===== src/rtl/ad7873_ctrl_pkg.sv =====
// rtl/ad7873_ctrl_pkg.sv - AD7873 command fields, frame constants and FSM state type
package ad7873_ctrl_pkg;

    localparam logic       CMD_START_BIT   = 1'b1;
    localparam logic       MODE_12BIT      = 1'b0;
    localparam logic [1:0] PD_AUTO_PWRDN   = 2'b00;
    localparam logic [1:0] PD_ALWAYS_ON    = 2'b11;

    localparam int FRAME_LEN       = 24;
    localparam int FIRST_DATA_EDGE = 10;
    localparam int LAST_DATA_EDGE  = 21;
    localparam int BUSY_FIRST_EDGE = 8;
    localparam int BUSY_CHECK_EDGE = 9;

    typedef enum logic [1:0] {
        ST_IDLE,
        ST_SETUP,
        ST_SHIFT,
        ST_GAP
    } state_t;

    function automatic logic [7:0] make_cmd(input logic [2:0] chan,
                                            input logic       ser_dfr,
                                            input logic [1:0] pd);
        return {CMD_START_BIT, chan, MODE_12BIT, ser_dfr, pd};
    endfunction

endpackage


===== src/rtl/ad7873_ctrl_if.sv =====
// rtl/ad7873_ctrl_if.sv - host request/result and ADC serial signals of the AD7873 controller
interface ad7873_ctrl_if;

    logic        start;
    logic [2:0]  chan;
    logic        ready;
    logic [11:0] data;
    logic        valid;
    logic        dclk;
    logic        din;
    logic        csb;
    logic        dout;
    logic        busy;

    modport slave (
        input  start, chan, dout, busy,
        output ready, data, valid, dclk, din, csb
    );

    modport master (
        output start, chan, dout, busy,
        input  ready, data, valid, dclk, din, csb
    );

endinterface


===== src/rtl/ad7873_dclk_gen.sv =====
// rtl/ad7873_dclk_gen.sv - dclk divider: low half then high half, with rise/fall strobes
module ad7873_dclk_gen #(
    parameter int HALF_DIV = 4
) (
    input  logic clk,
    input  logic rstb,
    input  logic en_i,
    output logic dclk_o,
    output logic rise_tick_o,
    output logic fall_tick_o
);

    logic [7:0] cnt_q;
    logic       dclk_q;
    logic       edge_due;

    // Strobes flag the clk edge on which dclk is about to toggle.
    assign edge_due    = en_i && (cnt_q == 8'(HALF_DIV - 1));
    assign rise_tick_o = edge_due && !dclk_q;
    assign fall_tick_o = edge_due && dclk_q;
    assign dclk_o      = dclk_q;

    always_ff @(posedge clk or negedge rstb) begin
        if (!rstb) begin
            cnt_q  <= '0;
            dclk_q <= 1'b0;
        end else if (!en_i) begin
            cnt_q  <= '0;
            dclk_q <= 1'b0;
        end else if (edge_due) begin
            cnt_q  <= '0;
            dclk_q <= !dclk_q;
        end else begin
            cnt_q  <= cnt_q + 8'd1;
        end
    end

endmodule


===== src/rtl/ad7873_ctrl.sv =====
// rtl/ad7873_ctrl.sv - AD7873 touch-screen ADC controller: one 24-dclk frame per accepted start
module ad7873_ctrl
    import ad7873_ctrl_pkg::*;
#(
    parameter int         HALF_DIV = 4,
    parameter logic [1:0] PD       = PD_ALWAYS_ON,
    parameter logic       SER_DFR  = 1'b0,
    parameter int         IDLE_GAP = 8
) (
    input  logic          clk,
    input  logic          rstb,
    ad7873_ctrl_if.slave  bus
);

    state_t      state_q;
    logic [15:0] cnt_q;
    logic [4:0]  bit_cnt_q;
    logic [4:0]  edge_idx;
    logic [7:0]  cmd_q;
    logic [11:0] shift_q;
    logic [11:0] data_q;
    logic        csb_q, din_q, valid_q, ready_q;
    logic        busy_q, busy_seen_q;
    logic        dclk, rise_tick, fall_tick;

    ad7873_dclk_gen #(.HALF_DIV(HALF_DIV)) u_dclk_gen (
        .clk         (clk),
        .rstb        (rstb),
        .en_i        (state_q == ST_SHIFT),
        .dclk_o      (dclk),
        .rise_tick_o (rise_tick),
        .fall_tick_o (fall_tick)
    );

    assign edge_idx = bit_cnt_q + 5'd1;

    always_ff @(posedge clk or negedge rstb) begin
        if (!rstb) begin
            state_q     <= ST_IDLE;
            cnt_q       <= '0;
            bit_cnt_q   <= '0;
            cmd_q       <= '0;
            shift_q     <= '0;
            data_q      <= '0;
            csb_q       <= 1'b1;
            din_q       <= 1'b0;
            valid_q     <= 1'b0;
            ready_q     <= 1'b0;
            busy_q      <= 1'b0;
            busy_seen_q <= 1'b0;
        end else begin
            valid_q <= 1'b0;
            busy_q  <= bus.busy;
            case (state_q)
                ST_IDLE: begin
                    if (bus.start && ready_q) begin
                        cmd_q       <= make_cmd(bus.chan, SER_DFR, PD);
                        cnt_q       <= '0;
                        bit_cnt_q   <= '0;
                        busy_seen_q <= 1'b0;
                        ready_q     <= 1'b0;
                        state_q     <= ST_SETUP;
                    end else begin
                        ready_q <= 1'b1;
                    end
                end
                ST_SETUP: begin
                    // First SETUP cycle drops csb and presents the command MSB.
                    if (csb_q) begin
                        csb_q <= 1'b0;
                        din_q <= cmd_q[7];
                    end else if (cnt_q == 16'(HALF_DIV - 1)) begin
                        cnt_q   <= '0;
                        state_q <= ST_SHIFT;
                    end else begin
                        cnt_q <= cnt_q + 16'd1;
                    end
                end
                ST_SHIFT: begin
                    if (rise_tick) begin
                        bit_cnt_q <= edge_idx;
                        if (edge_idx >= 5'(FIRST_DATA_EDGE) && edge_idx <= 5'(LAST_DATA_EDGE))
                            shift_q <= {shift_q[10:0], bus.dout};
                        // busy is advisory only; the frame never waits on it.
                        if (edge_idx >= 5'(BUSY_FIRST_EDGE) && edge_idx <= 5'(BUSY_CHECK_EDGE))
                            busy_seen_q <= busy_seen_q | busy_q;
                    end
                    if (fall_tick) begin
                        if (bit_cnt_q == 5'(FRAME_LEN)) begin
                            csb_q   <= 1'b1;
                            din_q   <= 1'b0;
                            data_q  <= shift_q;
                            valid_q <= 1'b1;
                            cnt_q   <= '0;
                            state_q <= ST_GAP;
                        end else begin
                            din_q <= cmd_q[6];
                            cmd_q <= {cmd_q[6:0], 1'b0};
                        end
                    end
                end
                ST_GAP: begin
                    if (cnt_q == 16'(IDLE_GAP - 1)) begin
                        cnt_q   <= '0;
                        ready_q <= 1'b1;
                        state_q <= ST_IDLE;
                    end else begin
                        cnt_q <= cnt_q + 16'd1;
                    end
                end
                default: state_q <= ST_IDLE;
            endcase
        end
    end

    assign bus.csb   = csb_q;
    assign bus.dclk  = dclk;
    assign bus.din   = din_q;
    assign bus.data  = data_q;
    assign bus.valid = valid_q;
    assign bus.ready = ready_q;

endmodule


===== src/flat_wrapper.sv =====
// flat-port wrapper written by rule: the top's interface ports become plain ports
module ad7873_ctrl_flat import ad7873_ctrl_pkg::*;
#(
    parameter int         HALF_DIV = 4,
    parameter logic [1:0] PD       = PD_ALWAYS_ON,
    parameter logic       SER_DFR  = 1'b0,
    parameter int         IDLE_GAP = 8
)
  (clk, rstb, bus_start, bus_chan, bus_dout, bus_busy, bus_ready, bus_data, bus_valid, bus_dclk, bus_din, bus_csb);
  ad7873_ctrl_if bus_i ();
  input  logic clk;
  input  logic rstb;
  input wire logic [$bits(bus_i.start)-1:0] bus_start;
  input wire logic [$bits(bus_i.chan)-1:0] bus_chan;
  input wire logic [$bits(bus_i.dout)-1:0] bus_dout;
  input wire logic [$bits(bus_i.busy)-1:0] bus_busy;
  output wire logic [$bits(bus_i.ready)-1:0] bus_ready;
  output wire logic [$bits(bus_i.data)-1:0] bus_data;
  output wire logic [$bits(bus_i.valid)-1:0] bus_valid;
  output wire logic [$bits(bus_i.dclk)-1:0] bus_dclk;
  output wire logic [$bits(bus_i.din)-1:0] bus_din;
  output wire logic [$bits(bus_i.csb)-1:0] bus_csb;
  assign bus_i.start = bus_start;
  assign bus_i.chan = bus_chan;
  assign bus_i.dout = bus_dout;
  assign bus_i.busy = bus_busy;
  assign bus_ready = bus_i.ready;
  assign bus_data = bus_i.data;
  assign bus_valid = bus_i.valid;
  assign bus_dclk = bus_i.dclk;
  assign bus_din = bus_i.din;
  assign bus_csb = bus_i.csb;
  ad7873_ctrl #(.HALF_DIV(HALF_DIV), .PD(PD), .SER_DFR(SER_DFR), .IDLE_GAP(IDLE_GAP)) u_core (.clk(clk), .rstb(rstb), .bus(bus_i));
endmodule

===== config.mk =====
export PLATFORM = sky130hd
export DESIGN_NAME = ad7873_ctrl_flat
export DESIGN_NICKNAME = d
export VERILOG_FILES = /design/src/rtl/ad7873_ctrl_pkg.sv /design/src/rtl/ad7873_ctrl_if.sv /design/src/rtl/ad7873_dclk_gen.sv /design/src/rtl/ad7873_ctrl.sv /design/src/flat_wrapper.sv
export SDC_FILE = /design/constraint.sdc
export NUM_CORES = 1
export LEC_CHECK = 0
export ABC_AREA = 1
export BUFFER_PORTS_ARGS = -buffer_cell sky130_fd_sc_hd__clkbuf_2
export CELL_PAD_IN_SITES_DETAIL_PLACEMENT = 1
export CELL_PAD_IN_SITES_GLOBAL_PLACEMENT = 1
export CORE_UTILIZATION = 44
export CTS_CLUSTER_DIAMETER = 200
export CTS_CLUSTER_SIZE = 40
export DETAILED_ROUTE_END_ITERATION = 8
export GPL_ROUTABILITY_DRIVEN = 1
export PLACE_DENSITY_LB_ADDON = 0.1
export SLEW_MARGIN = 20
export SYNTH_ARGS = -nofsm -noshare
export SYNTH_HDL_FRONTEND = slang
export SYNTH_SLANG_ARGS = --single-unit

===== constraint.sdc =====
create_clock -name clk -period 2.1 [get_ports clk]
set_input_delay 0.105 -clock clk [delete_from_list [all_inputs] [get_ports clk]]
set_output_delay 0.105 -clock clk [all_outputs]
set_load 0.1 [all_outputs]

Word level (Yosys, flattened, before mapping)
Index checks and enable logic that the tools add are counted.
{ "word_totals": {"reg_bits": 68, "input_bits": 8, "out_inout_bits": 17, "wordCells": 91} }
{ "op_classes": {"add_sub_neg": 3, "order_cmp": 2, "n_eq_ne": 17, "mux": 38, "n_reduce_logical": 19} }
{ "op_table": {"columns": ["operator", "count"], "rows": [
  ["$mux 16", 6],
  ["$pmux 16 s4", 1],
  ["$mux 8", 5],
  ["$add 16x1->16 const B", 1],
  ["$eq 16x2->1 const B", 1],
  ["$eq 16x3->1 const B", 1],
  ["$ne 2x1->1 const B", 8],
  ["$pmux 8 s2", 1],
  ["$reduce_and 3->1", 5],
  ["$mux 1", 12],
  ["$mux 2", 6],
  ["$mux 5", 2],
  ["$pmux 5 s2", 1],
  ["$add 8x1->8 const B", 1],
  ["$eq 8x2->1 const B", 1],
  ["$pmux 2 s4", 1],
  ["$reduce_and 4->1", 2],
  ["$pmux 1 s2", 3],
  ["$reduce_and 6->1", 1],
  ["$reduce_bool 2->1", 3],
  ["$add 5x1->5 const B", 1],
  ["$eq 5x5->1 const B", 1],
  ["$ge 5x4->1 const B", 1],
  ["$le 5x5->1 const B", 1],
  ["7 further kinds", 13]
]} }

Longest topological paths before layout
Gate-level depths: netlist (run 1).
{ "logic_depth": {"depth_word": 5, "mapped_depth": 11, "ltp_nobuf": 10} }

Hierarchy
Synthesis (run 1) repeated with hierarchy kept, for this count alone.
{ "hier_totals": {"cells_unflattened": 471, "area_unflattened_um2": 3603.5} }
{ "modules_own_cells": {"columns": ["mod", "instances", "cells_each", "area_each_um2", "seq_area_each_um2"], "rows": [
  ["ad7873_ctrl", 1, 401, 3095.5, 1477.7],
  ["ad7873_dclk_gen", 1, 70, 508.0, 225.2]
]} }

Worst setup path after synthesis (run 1)
Ideal clock, no wire load.
{ "synth_path": {"path_kind": "reg2reg", "start": "register u_core.u_dclk_gen.dclk_q (netlist: u_core.u_dclk_gen.dclk_o)", "end": "register u_core.cnt_q[3]", "setup_ns": 0.117, "arrival_ns": 1.802, "required_time_ns": 1.983, "setup_slack_ns": 0.181, "path_stages_with_launch": 7, "n_path_buf": 1, "synth_period_minus_slack_ns": 1.919, "path_cell_list": "dfrtp_1 inv_1 o21ai_2 nand3_2 buf_4 nand2_1 nand2_1"} }
{ "synth_via": {"elab_chain_len": 3} }
{ "synth_lines": {"columns": ["element", "line_no", "rtl"], "rows": [
  ["start: declaration", "ad7873_dclk_gen.sv:14", "logic dclk_q;"],
  ["start signal: assignment", "ad7873_dclk_gen.sv:32", "dclk_q <= !dclk_q;"],
  ["$logic_and 1x1->1", "ad7873_dclk_gen.sv:20", "assign fall_tick_o = edge_due && dclk_q;"],
  ["$ne 2x1->1 (no line)", null, null],
  ["$reduce_and 4->1 (no line)", null, null],
  ["end signal: assignment", "ad7873_ctrl.sv:76", "cnt_q <= cnt_q + 16'd1;"],
  ["end signal: assignment", "ad7873_ctrl.sv:108", "cnt_q <= cnt_q + 16'd1;"],
  ["end: declaration", "ad7873_ctrl.sv:16", "logic [15:0] cnt_q;"]
]} }
Every way passes these cells.
A chain may end at the register's enable or synchronous reset.

Worst setup path after layout (run 1)
{ "layout_path": {"start": "register u_core.bit_cnt_q[0]", "end": "register u_core.shift_q[10]"} }
{ "layout_via": {"elab_chain_len": 4, "word_cells_on_any_way": 5, "classes_between": "1 x add/sub; 2 x order compare; 2 x reduce/logical"} }
{ "layout_lines": {"columns": ["element", "line_no", "rtl"], "rows": [
  ["start: declaration", "ad7873_ctrl.sv:17", "logic [4:0] bit_cnt_q;"],
  ["start signal: assignment", "ad7873_ctrl.sv:81", "bit_cnt_q <= edge_idx;"],
  ["$add 5x1->5 (*)", "ad7873_ctrl.sv:35", "assign edge_idx = bit_cnt_q + 5'd1;"],
  ["$ge 5x4->1 / $le 5x5->1 (equally long branches)", "ad7873_ctrl.sv:82", "if (edge_idx >= 5'(FIRST_DATA_EDGE) && edge_idx <= 5'(LAST_DATA_EDGE))"],
  ["$logic_and 1x1->1 (*)", "ad7873_ctrl.sv:82", null],
  ["$reduce_and 3->1 (no line) (*)", null, null],
  ["end signal: assignment", "ad7873_ctrl.sv:83", "shift_q <= {shift_q[10:0], bus.dout};"],
  ["end: declaration", "ad7873_ctrl.sv:20", "logic [11:0] shift_q;"]
]} }
Mark *: on every way between the ends. The rest lies on a longest branch, timed or not.

==> out/qor.csv, run 1 <==
metric,value,unit
mapped cell area,3675,µm²
final hold violation count,0,
Syn. warnings,0,
Port Buffer Count,23,
xor/xnor share of the synthesized area,2.383,%
Leak,2.157,nW
CP max stage cell,dfrtp_1,
first-pass GRT wire length,15.72,mm
die area,8721,µm²
pwr dens,1047,nW/µm²
CP max stage delay,0.43,ns
share of cells above drive strength 1,11.74,%
num ports,25,
die outline height,93.39,µm
Residual DRC,0,
outcome,completed,
# Post-CTS Setup Buffers,0,
Routed WL,8.805,mm
top cell family by delay on the critical path,simple AND/OR/NAND/NOR gates,
normalized max-slew margin,63.86,%
Clock Latency Late Sink,0.35,ns
H-tree depth,3,
Via density,5.129,
Clock Sinks,68,
sequential element share of the synthesized area,46.34,%
vias in the first global route,3448,
placed insts,613,
achievable clock frequency,531.7,MHz
core area,7888,µm²
CTS tree,done,
Fin Setup TNS,0,ns
Vias,3231,
crit-path most repeated cell,nand2_1,
Crit Path Max Fanout,12,
max cap viols,0,
drt pass-1 iters,4,
Detail Route Antenna Nets,0,
CP bufs+invs,1,
largest family of logic cells by synthesized area,simple AND/OR/NAND/NOR gates,
VDD IR max,0.0006557,V
wire length per cell,13.98,µm
worst slew pin tran,0.5444,ns
nets,540,
RePlAce Congestion,0.8238,
clk buf depth,2,
Final Util,52.43,%
Critical Path AT,2.16,ns
"Cell Count, Final, Fillers Out",630,
clock root buffer,clkbuf_8,
hold crit path type,input pin to register,
synthesis-to-layout area growth,12.53,%
Yosys reg bits,68,
Synth Instances,494,
hold worst-path end,u_core.shift_q[0],
"CTS clk-pin slew, worst paths",0.08,ns
n_diodes,0,
fin crit period,1.881,ns
net count after synthesis,511,
Setup Crit Path Kind,register to register,
syn_area_per_cell,7.439,µm²
GRT Total Usage,23.01,%
Die Wd,93.39,µm
simple-gate share of the synthesized area,34.08,%
initial antenna violation count,0,
Initial DRC Count,94,
Max Slew Vio Count,0,
mux cell area share after synthesis,0,%
RSZ-0062 raised after global routing,false,
hpwl dp,6.435,mm
Hold Path Cell Cnt,3,
Critical Path Source,u_core.bit_cnt_q[0],
"most common cell after layout, fill and taps aside",nand2_1,
hold path startpoint,bus_dout,
"Critical Path, Cell by Cell","inv_1, ha_1, nor2_1, nor2_1, nand2_1, nand2_1, o21ai_2, nand3_1, nand2_1",
reg-to-reg endpoint,u_core.shift_q[10],
Reg2Reg Depth,9,
fraction of the mapped netlist area in adder cells,3.064,%
Crit path required time,2.38,ns
element type at the critical path end,register,
cell row count,32,
largest net degree at the start of global routing,36,
Tcrit/Tclk final,89.55,%
r2r setup slk,0.22,ns
"commonest cells after routing, fill and taps aside","208 x nand2_1, 67 x dfrtp_1, 40 x inv_1, 40 x nor2_1, 38 x nand3_1",
RR Startpoint,u_core.bit_cnt_q[0],
crit start category,register,
Compound-Gate Fraction of Synth Area,7.695,%
synth unique cells,27,
Initial Util,46.59,%
clock skew,0.01119,ns
cts bufs inserted,9,
grt ovf,0,
Final setup viols,0,
==> cells in the mapped netlist <==
cell      instances  share of area (%)
nor2_1           40                4.1
nor2_2            1               0.17
nor3b_1           1               0.20
inv_1            40                4.1
nor2_4            1               0.31
a21oi_1           4               0.54
dfrtp_1          67                 46
buf_6             2               0.61
nand4_1           6                1.0
o21bai_1          6                1.2
buf_4             3               0.61
and2_1            1               0.17
dfstp_2           1               0.72
or2_2             2               0.34
o21ai_0          23                3.1
ha_1              9                3.1
nand3_1          38                5.2
o21ai_2           6                1.4
o21ai_1           1               0.14
buf_2             3               0.41
xnor2_1           3               0.72
xor2_1            7                1.7
o211ai_1          6                1.2
nor3_1            6               0.82
clkbuf_1          7               0.72
nand3_2           2               0.54
nand2_1         208                 21
==> worst max path at each step <==
stage | to | slack [ns] | cells past startpoint
after CTS | u_core.bus.data[10] | 0.10 | 8
after global placement | u_core.bus.data[11] | 0.23 | 8
after floorplan | u_core.cnt_q[3] | 0.18 | 6
final | u_core.shift_q[10] | 0.22 | 9
after global routing | u_core.shift_q[4] | 0.001 | 9
after detailed placement | u_core.bus.data[5] | 0.16 | 8
==> metal layers <==
metal | wire length [µm] | track usage (%)
met1 | 4208 | 29.64
met5 | 0 | 0
met3 | 212 | 3.902
met2 | 4282 | 39.89
met4 | 102 | 6.154
==> state kept, by name, indices dropped and copies added, names as in the netlist <==
signal,cells
u_core.bus.ready,1
u_core.bus.csb,1
u_core.bus.data,12
u_core.u_dclk_gen.dclk_o,1
u_core.cmd_q,8
u_core.cnt_q,16
u_core.bus.valid,1
u_core.bit_cnt_q,5
u_core.shift_q,12
u_core.bus.din,1
u_core.u_dclk_gen.cnt_q,8
u_core.state_q,2
==> cells by family (layout without fill, tap and decap cells) <==
group | after synthesis | in the layout
AND/OR/NAND/NOR | 306 | 306
AO/OA/AOI/OAI | 46 | 46
XOR/XNOR | 10 | 10
flip-flops | 68 | 68
buffers and inverters | 55 | 89
adder cells (fa/ha/maj) | 9 | 9
==> power by group <==
part	switching, mW	internal [mW]	total, mW
combinational	1.14	0.473	1.61
sequential	0.130	1.48	1.61
clock	0.554	0.555	1.11
==> final cells by class <==
cell class / instances / area [µm²]
flip-flops and latches: 68 / 1703
well taps: 102 / 127.6
repair buffers: 33 / 217.7
multi-input cells: 371 / 1738
fillers: 1014 / 3752
inverters: 40 / 150.1
clock buffers: 9 / 123.9
clock inverters: 7 / 75.07
==> worst reg2reg max path, cell delays in order (launching register included) <==
cell and delay, ns:
dfrtp_1 0.43, inv_1 0.10, ha_1 0.33, nor2_1 0.11
nor2_1 0.04, nand2_1 0.06, nand2_1 0.08, o21ai_2 0.43
nand3_1 0.14, nand2_1 0.10
==> repair_timing <==
action / in CTS / in global routing
hold buffers: 1 / 0
resized for setup: 0 / 1
hold endpoints to repair: 37 / 0
endpoints found under the setup margin: 0 / 18
==> metrics by stage <==
step | instance area [µm²] | hold WS (ns) | setup slack [ns] | total power [mW]
floorplan | 3675 | -0.1906 | 0.1810 | 2.783
global placement | 3924 | 0.03594 | 0.2309 | 3.191
detailed placement | 3924 | 0.03603 | 0.1567 | 3.261
CTS | 4133 | 0.001367 | 0.1046 | 4.390
global route | 4135 | 0.01792 | 0.001235 | 4.675
finish | 4135 | 0.004075 | 0.2194 | 4.330
Power figures use the tool's default switching activity.
==> inputs of run 2 (changes only) <==
--- a/config.mk
+++ b/config.mk
@@ -5,12 +5,12 @@
 export SDC_FILE = /design/constraint.sdc
 export NUM_CORES = 1
 export LEC_CHECK = 0
-export ABC_AREA = 1
 export BUFFER_PORTS_ARGS = -buffer_cell sky130_fd_sc_hd__clkbuf_2
+export CAP_MARGIN = 10
 export CELL_PAD_IN_SITES_DETAIL_PLACEMENT = 1
 export CELL_PAD_IN_SITES_GLOBAL_PLACEMENT = 1
-export CORE_UTILIZATION = 44
-export CTS_CLUSTER_DIAMETER = 200
+export CORE_UTILIZATION = 45
+export CTS_CLUSTER_DIAMETER = 120
 export CTS_CLUSTER_SIZE = 40
 export DETAILED_ROUTE_END_ITERATION = 8
 export GPL_ROUTABILITY_DRIVEN = 1
==> out/qor.csv, run 2 <==
metric,value,unit
switching power,614.8,µW
Vias,2916,
hold crit path type,input pin to register,
n_diodes,0,
most frequent cell after synthesis,dfrtp_1,
Leak,2.231,nW
"commonest cells after routing, fill and taps aside","65 x dfrtp_1, 49 x buf_4, 22 x clkbuf_2",
vias in the first global route,3136,
Routed WL,10.20,mm
CP max stage cell,or4b_4,
element type at the critical path end,register,
drt pass-1 iters,4,
"CTS clk-pin slew, worst paths",0.09,ns
Clock Sinks,68,
area share of the largest cell type after synthesis,48.46,%
grt ovf,0,
CP bufs+invs,1,
stages on the worst setup path,7,
clock root buffer,clkbuf_8,
Die Wd,89.68,µm
share of cells above drive strength 1,45.12,%
VDD IR max,0.0003771,V
RSZ-0062 raised after global routing,true,
nets,422,
CP max stage delay,0.55,ns
fin crit period,2.516,ns
"Cell Count, Final, Fillers Out",509,
net count after synthesis,334,
largest reg by FF count,u_core.cnt_q,
crit start category,register,
Yosys reg bits,68,
Initial DRC Count,184,
cts bufs inserted,9,
"EDFF count, synth",0,
syn_area_per_cell,10.91,µm²
"area leader, netlist",dfrtp_1,
first-pass GRT wire length,15.88,mm
Max Slew Vio Count,0,
H-tree depth,3,
Residual DRC,0,
Crit path required time,2.35,ns
final instance area,4743,µm²
Switching Fraction,24.59,%
Via density,5.729,
synthesis-to-layout area growth,37.11,%
clk buf depth,2,
pwr dens,527.0,nW/µm²
Clock Latency Late Sink,0.36,ns
synth unique cells,49,
cell row count,31,
normalized max-slew margin,52.72,%
Final Util,64.70,%
Critical Path AT,2.77,ns
placed insts,478,
top cell family by delay on the critical path,simple AND/OR/NAND/NOR gates,
crit-path most repeated cell,or4b_4,
Reg2Reg Depth,7,
Synth Instances,317,
Initial Util,47.19,%
RePlAce Congestion,0.7910,
worst slew pin tran,0.7068,ns
core area,7331,µm²
largest cells by area after synthesis,"dfrtp_1 48%, mux2_2 6.8%, a22o_1 4.8%, mux2_4 4.3%, ha_1 3.3%",
largest net degree at the start of global routing,49,
most frequent cells after synthesis,"67 x dfrtp_1, 24 x nand2_1, 24 x nor2_1",
wire length per cell,20.05,µm
achievable clock frequency,397.5,MHz
worst hold margin,0.1077,ns
die area,8043,µm²
max reg flops,16,
Detail Route Antenna Nets,0,
"Critical Path, Cell by Cell","ha_2, or4b_4, or4b_4, nor4b_4, buf_4, a31oi_4, mux2_4",
clock skew,0.01359,ns
num ports,25,
combinational power share,1.6,%
final hold violation count,0,
sequential share of power,52.4,%
sequential element share of the synthesized area,49.22,%
fin worst setup slack,-0.4157,ns
"Async S/R FF share, synth",100.0,%
"most common cell after layout, fill and taps aside",dfrtp_1,
Crit Path Max Fanout,6,
r2r setup slk,-0.42,ns
failing checks,negative setup slack,
P_int,1.885,mW
outcome,"complete, but fails checks",
Hold Path Cell Cnt,3,
die outline height,89.68,µm
clock share of power,46.0,%
"Power, Total",2.500,mW
Setup Crit Path Kind,register to register,
initial antenna violation count,0,
Final setup viols,58,
Tcrit/Tclk final,119.8,%
hpwl dp,6.059,mm
mapped cell area,3460,µm²
Placed Area,4084,µm²
Synth Flop Type,dfrtp_1,
Port Buffer Count,23,
CTS tree,done,
Syn. warnings,0,
GRT Total Usage,27.10,%
max cap viols,0,
==> run 2: changes by cell type in the layout (fill, tap and decap cells not counted), moves of 15 or more <==
cell     change
mux2_4      +15
o21ai_0     -17
buf_4       +42
nand3_1     -27
nand2_1    -189
a22o_1      +19
mux2_2      +16
nor2_1      -19
inv_1       -32
==> run 2: timing repair <==
action / 4_1_cts / 5_1_grt
hold buffers: 2 / 0
pin swaps: 14 / 10
cloned: 3 / 0
endpoints found under the hold margin: 21 / 0
gates resized for setup: 58 / 23
buffers inserted: 9 / 3
setup endpoints to repair: 62 / 66
==> run 2: metrics by stage <==
step	setup TNS, ns	setup slack (ns)
2_1_floorplan	-10.25	-0.4720
5_1_grt	-18.99	-0.4576
4_1_cts	-11.90	-0.3829
3_3_place_gp	-10.27	-0.4441
6_report	-16.89	-0.4157
3_5_place_dp	-13.52	-0.5213
==> run 2: final timing paths <==
kind | from | end
max in group asynchronous | rstb | u_core.bus.csb
min in group asynchronous | rstb | u_core.shift_q[0]
min reg2reg | u_core.bus.data[8] | u_core.bus.data[8]
max reg2reg | u_core.u_dclk_gen.cnt_q[1] | u_core.shift_q[11]
max | u_core.u_dclk_gen.cnt_q[1] | u_core.shift_q[11]
min | bus_chan[0] | u_core.cmd_q[4]
==> run 2: worst register-to-register path, cell delays in order (launching register included) <==
cell and delay (ns):
dfrtp_1 0.36, ha_2 0.18, or4b_4 0.47, or4b_4 0.55, nor4b_4 0.23, buf_4 0.18
a31oi_4 0.07, mux2_4 0.37
==> run 2: final cells by class <==
cell class,instances,area (µm²)
Inverter,8,30.03
Clock buffer,9,123.9
Tap cell,99,123.9
Timing Repair Buffer,86,680.7
Clock inverter,7,81.33
Fill cell,756,2587
Multi-Input combinational cell,232,1998
Sequential cell,68,1705
==> run 2: power groups by stage <==
stage	combinational [mW]	sequential, mW	clock (mW)
6_report	0.0406	1.31	1.15
5_1_grt	0.0473	1.31	1.21
4_1_cts	0.0422	1.31	1.16
3_5_place_dp	0.0392	1.34	0
3_3_place_gp	0.0382	1.34	0
2_1_floorplan	0.00136	1.34	0
==> run 2: layer usage <==
layer / routed length [µm] / share of wire [%] / vias up / global-route usage (%)
met2: 5388 / 53 / 41 / 48.48
li1: - / - / 1336 / -
met1: 4454 / 44 / 1524 / 31.68
met4: 186 / 1.8 / 0 / 11.98
met3: 175 / 1.7 / 15 / 4.936
met5: 0 / 0 / - / 0
==> run 2: logic make-up after synthesis <==
group / share of synthesized area (%)
buffers and inverters: 2.351
XOR/XNOR: 2.532
AND/OR/NAND/NOR: 16.67
multiplexers: 11.46
flip-flops: 49.22
adder cells (fa/ha/maj): 3.255
AO/OA/AOI/OAI: 14.50
==> inputs of run 3 (changes only) <==
--- a/config.mk
+++ b/config.mk
@@ -9,6 +9,7 @@
 export CAP_MARGIN = 10
 export CELL_PAD_IN_SITES_DETAIL_PLACEMENT = 1
 export CELL_PAD_IN_SITES_GLOBAL_PLACEMENT = 1
+export CORE_MARGIN = 5
 export CORE_UTILIZATION = 45
 export CTS_CLUSTER_DIAMETER = 120
 export CTS_CLUSTER_SIZE = 40
==> out/qor.csv, run 3 (synthesized netlist as in run 2, its figures left out) <==
metric,value,unit
max reg flops,16,
wire length per cell,19.35,µm
die outline height,97.68,µm
RSZ-0062 raised after global routing,true,
Die Wd,97.68,µm
Clock Sinks,68,
fin crit period,2.593,ns
Setup Crit Path Kind,register to register,
worst slew pin tran,0.7723,ns
Leak,2.225,nW
"Critical Path, Cell by Cell","ha_2, or4b_4, or4b_4, nor4b_4, buf_4, a31oi_4, mux2_4",
Critical Path AT,2.83,ns
share of cells above drive strength 1,43.72,%
Residual DRC,0,
first-pass GRT wire length,16.65,mm
GRT Total Usage,21.82,%
grt ovf,0,
Via density,5.560,
Final setup viols,58,
cell row count,32,
Detail Route Antenna Nets,0,
clock root buffer,clkbuf_8,
n_diodes,0,
die area,9541,µm²
achievable clock frequency,385.6,MHz
nets,426,
top cell family by delay on the critical path,simple AND/OR/NAND/NOR gates,
Routed WL,9.983,mm
"Cell Count, Final, Fillers Out",516,
Initial DRC Count,113,
drt pass-1 iters,4,
Crit path required time,2.34,ns
Max Slew Vio Count,0,
crit-path most repeated cell,or4b_4,
num ports,25,
"most common cell after layout, fill and taps aside",dfrtp_1,
"commonest cells after routing, fill and taps aside","65 x dfrtp_1, 52 x buf_4, 22 x mux2_4, 22 x clkbuf_2, 21 x nor2_1",
max cap viols,0,
Crit Path Max Fanout,6,
core area,7607,µm²
hpwl dp,6.020,mm
placed insts,482,
initial antenna violation count,0,
Initial Util,45.48,%
vias in the first global route,3252,
synthesis-to-layout area growth,36.49,%
crit start category,register,
VDD IR max,0.0003029,V
cts bufs inserted,9,
final hold violation count,0,
final instance area,4722,µm²
CP max stage cell,or4b_4,
element type at the critical path end,register,
H-tree depth,3,
largest net degree at the start of global routing,56,
clock skew,0.006999,ns
Placed Area,4095,µm²
fin worst setup slack,-0.4932,ns
CP max stage delay,0.55,ns
Tcrit/Tclk final,123.5,%
Vias,2869,
CP bufs+invs,1,
CTS tree,done,
normalized max-slew margin,48.34,%
Clock Latency Late Sink,0.35,ns
hold path startpoint,bus_chan[0],
pwr dens,545.5,nW/µm²
r2r setup slk,-0.49,ns
outcome,"complete, but fails checks",
"CTS clk-pin slew, worst paths",0.08,ns
RePlAce Congestion,0.8067,
hold crit path type,input pin to register,
largest reg by FF count,u_core.cnt_q,
Port Buffer Count,23,
RR Startpoint,u_core.u_dclk_gen.cnt_q[1],
Critical Path Source,u_core.u_dclk_gen.cnt_q[1],
failing checks,negative setup slack,
clk buf depth,2,
==> run 3: per-stage QoR <==
step / util [%] / worst slack, ns / power, mW / TNS (ns) / hold WS (ns)
6_report: 62.07 / -0.4932 / 2.576 / -19.93 / 0.1193
5_1_grt: 62.07 / -0.5556 / 2.681 / -23.96 / 0.1268
4_1_cts: 60.74 / -0.3784 / 2.607 / -12.62 / 0.1140
3_5_place_dp: 53.83 / -0.5184 / 1.377 / -13.67 / 0.04633
3_3_place_gp: 53.83 / -0.4434 / 1.375 / -10.99 / 0.02815
2_1_floorplan: - / -0.4720 / 1.337 / -10.25 / -0.1906
==> run 3: final timing paths <==
kind / endpoint / cells past startpoint
worst max-delay path: u_core.shift_q[10] / 7
worst min-delay path: u_core.cmd_q[4] / 3
worst max register to register: u_core.shift_q[10] / 7
worst min register to register: u_core.cmd_q[7] / 1
max in group asynchronous: u_core.bus.csb / 3
min in group asynchronous: u_core.u_dclk_gen.cnt_q[3] / 2
==> run 3: repair_timing <==
action                                  in CTS  in global routing
gates cloned                                 4                  0
endpoints found under the setup margin      58                 65
hold buffers                                 2                  0
gates resized for setup                     47                 34
endpoints found under the hold margin       14                  0
setup buffers                               12                  3
pin swaps                                    9                 15
==> run 3: area by class of cell <==
| cell class | count | area [µm²] |
|---|---|---|
| Multi-Input combinational cell | 233 | 1962 |
| Clock inverter | 7 | 100.1 |
| Clock buffer | 9 | 123.9 |
| Tap cell | 102 | 127.6 |
| Fill cell | 823 | 2885 |
| Timing Repair Buffer | 89 | 673.1 |
| Sequential cell | 68 | 1705 |
| Inverter | 8 | 30.03 |
==> run 3: routing by layer <==
metal	global-route usage (%)	routed length, µm	vias to the layer above
met5	0	0	-
met4	6.922	152	0
met3	3.518	214	16
met2	38.64	5184	37
met1	27.08	4431	1471
li1	-	-	1345
==> run 3: tightest hold or removal path, stage by stage <==
cell and delay [ns]:
clkbuf_2 0.07, mux2_2 0.13, mux2_2 0.13
==> run 3: power by group <==
group          internal (mW)  total (mW)  switching, mW  leakage [nW]
registers               1.31        1.31       0.000915         0.897
logic                 0.0112      0.0420         0.0307          1.23
clock network          0.674        1.22          0.550         0.102
total                   1.99        2.58          0.582          2.22
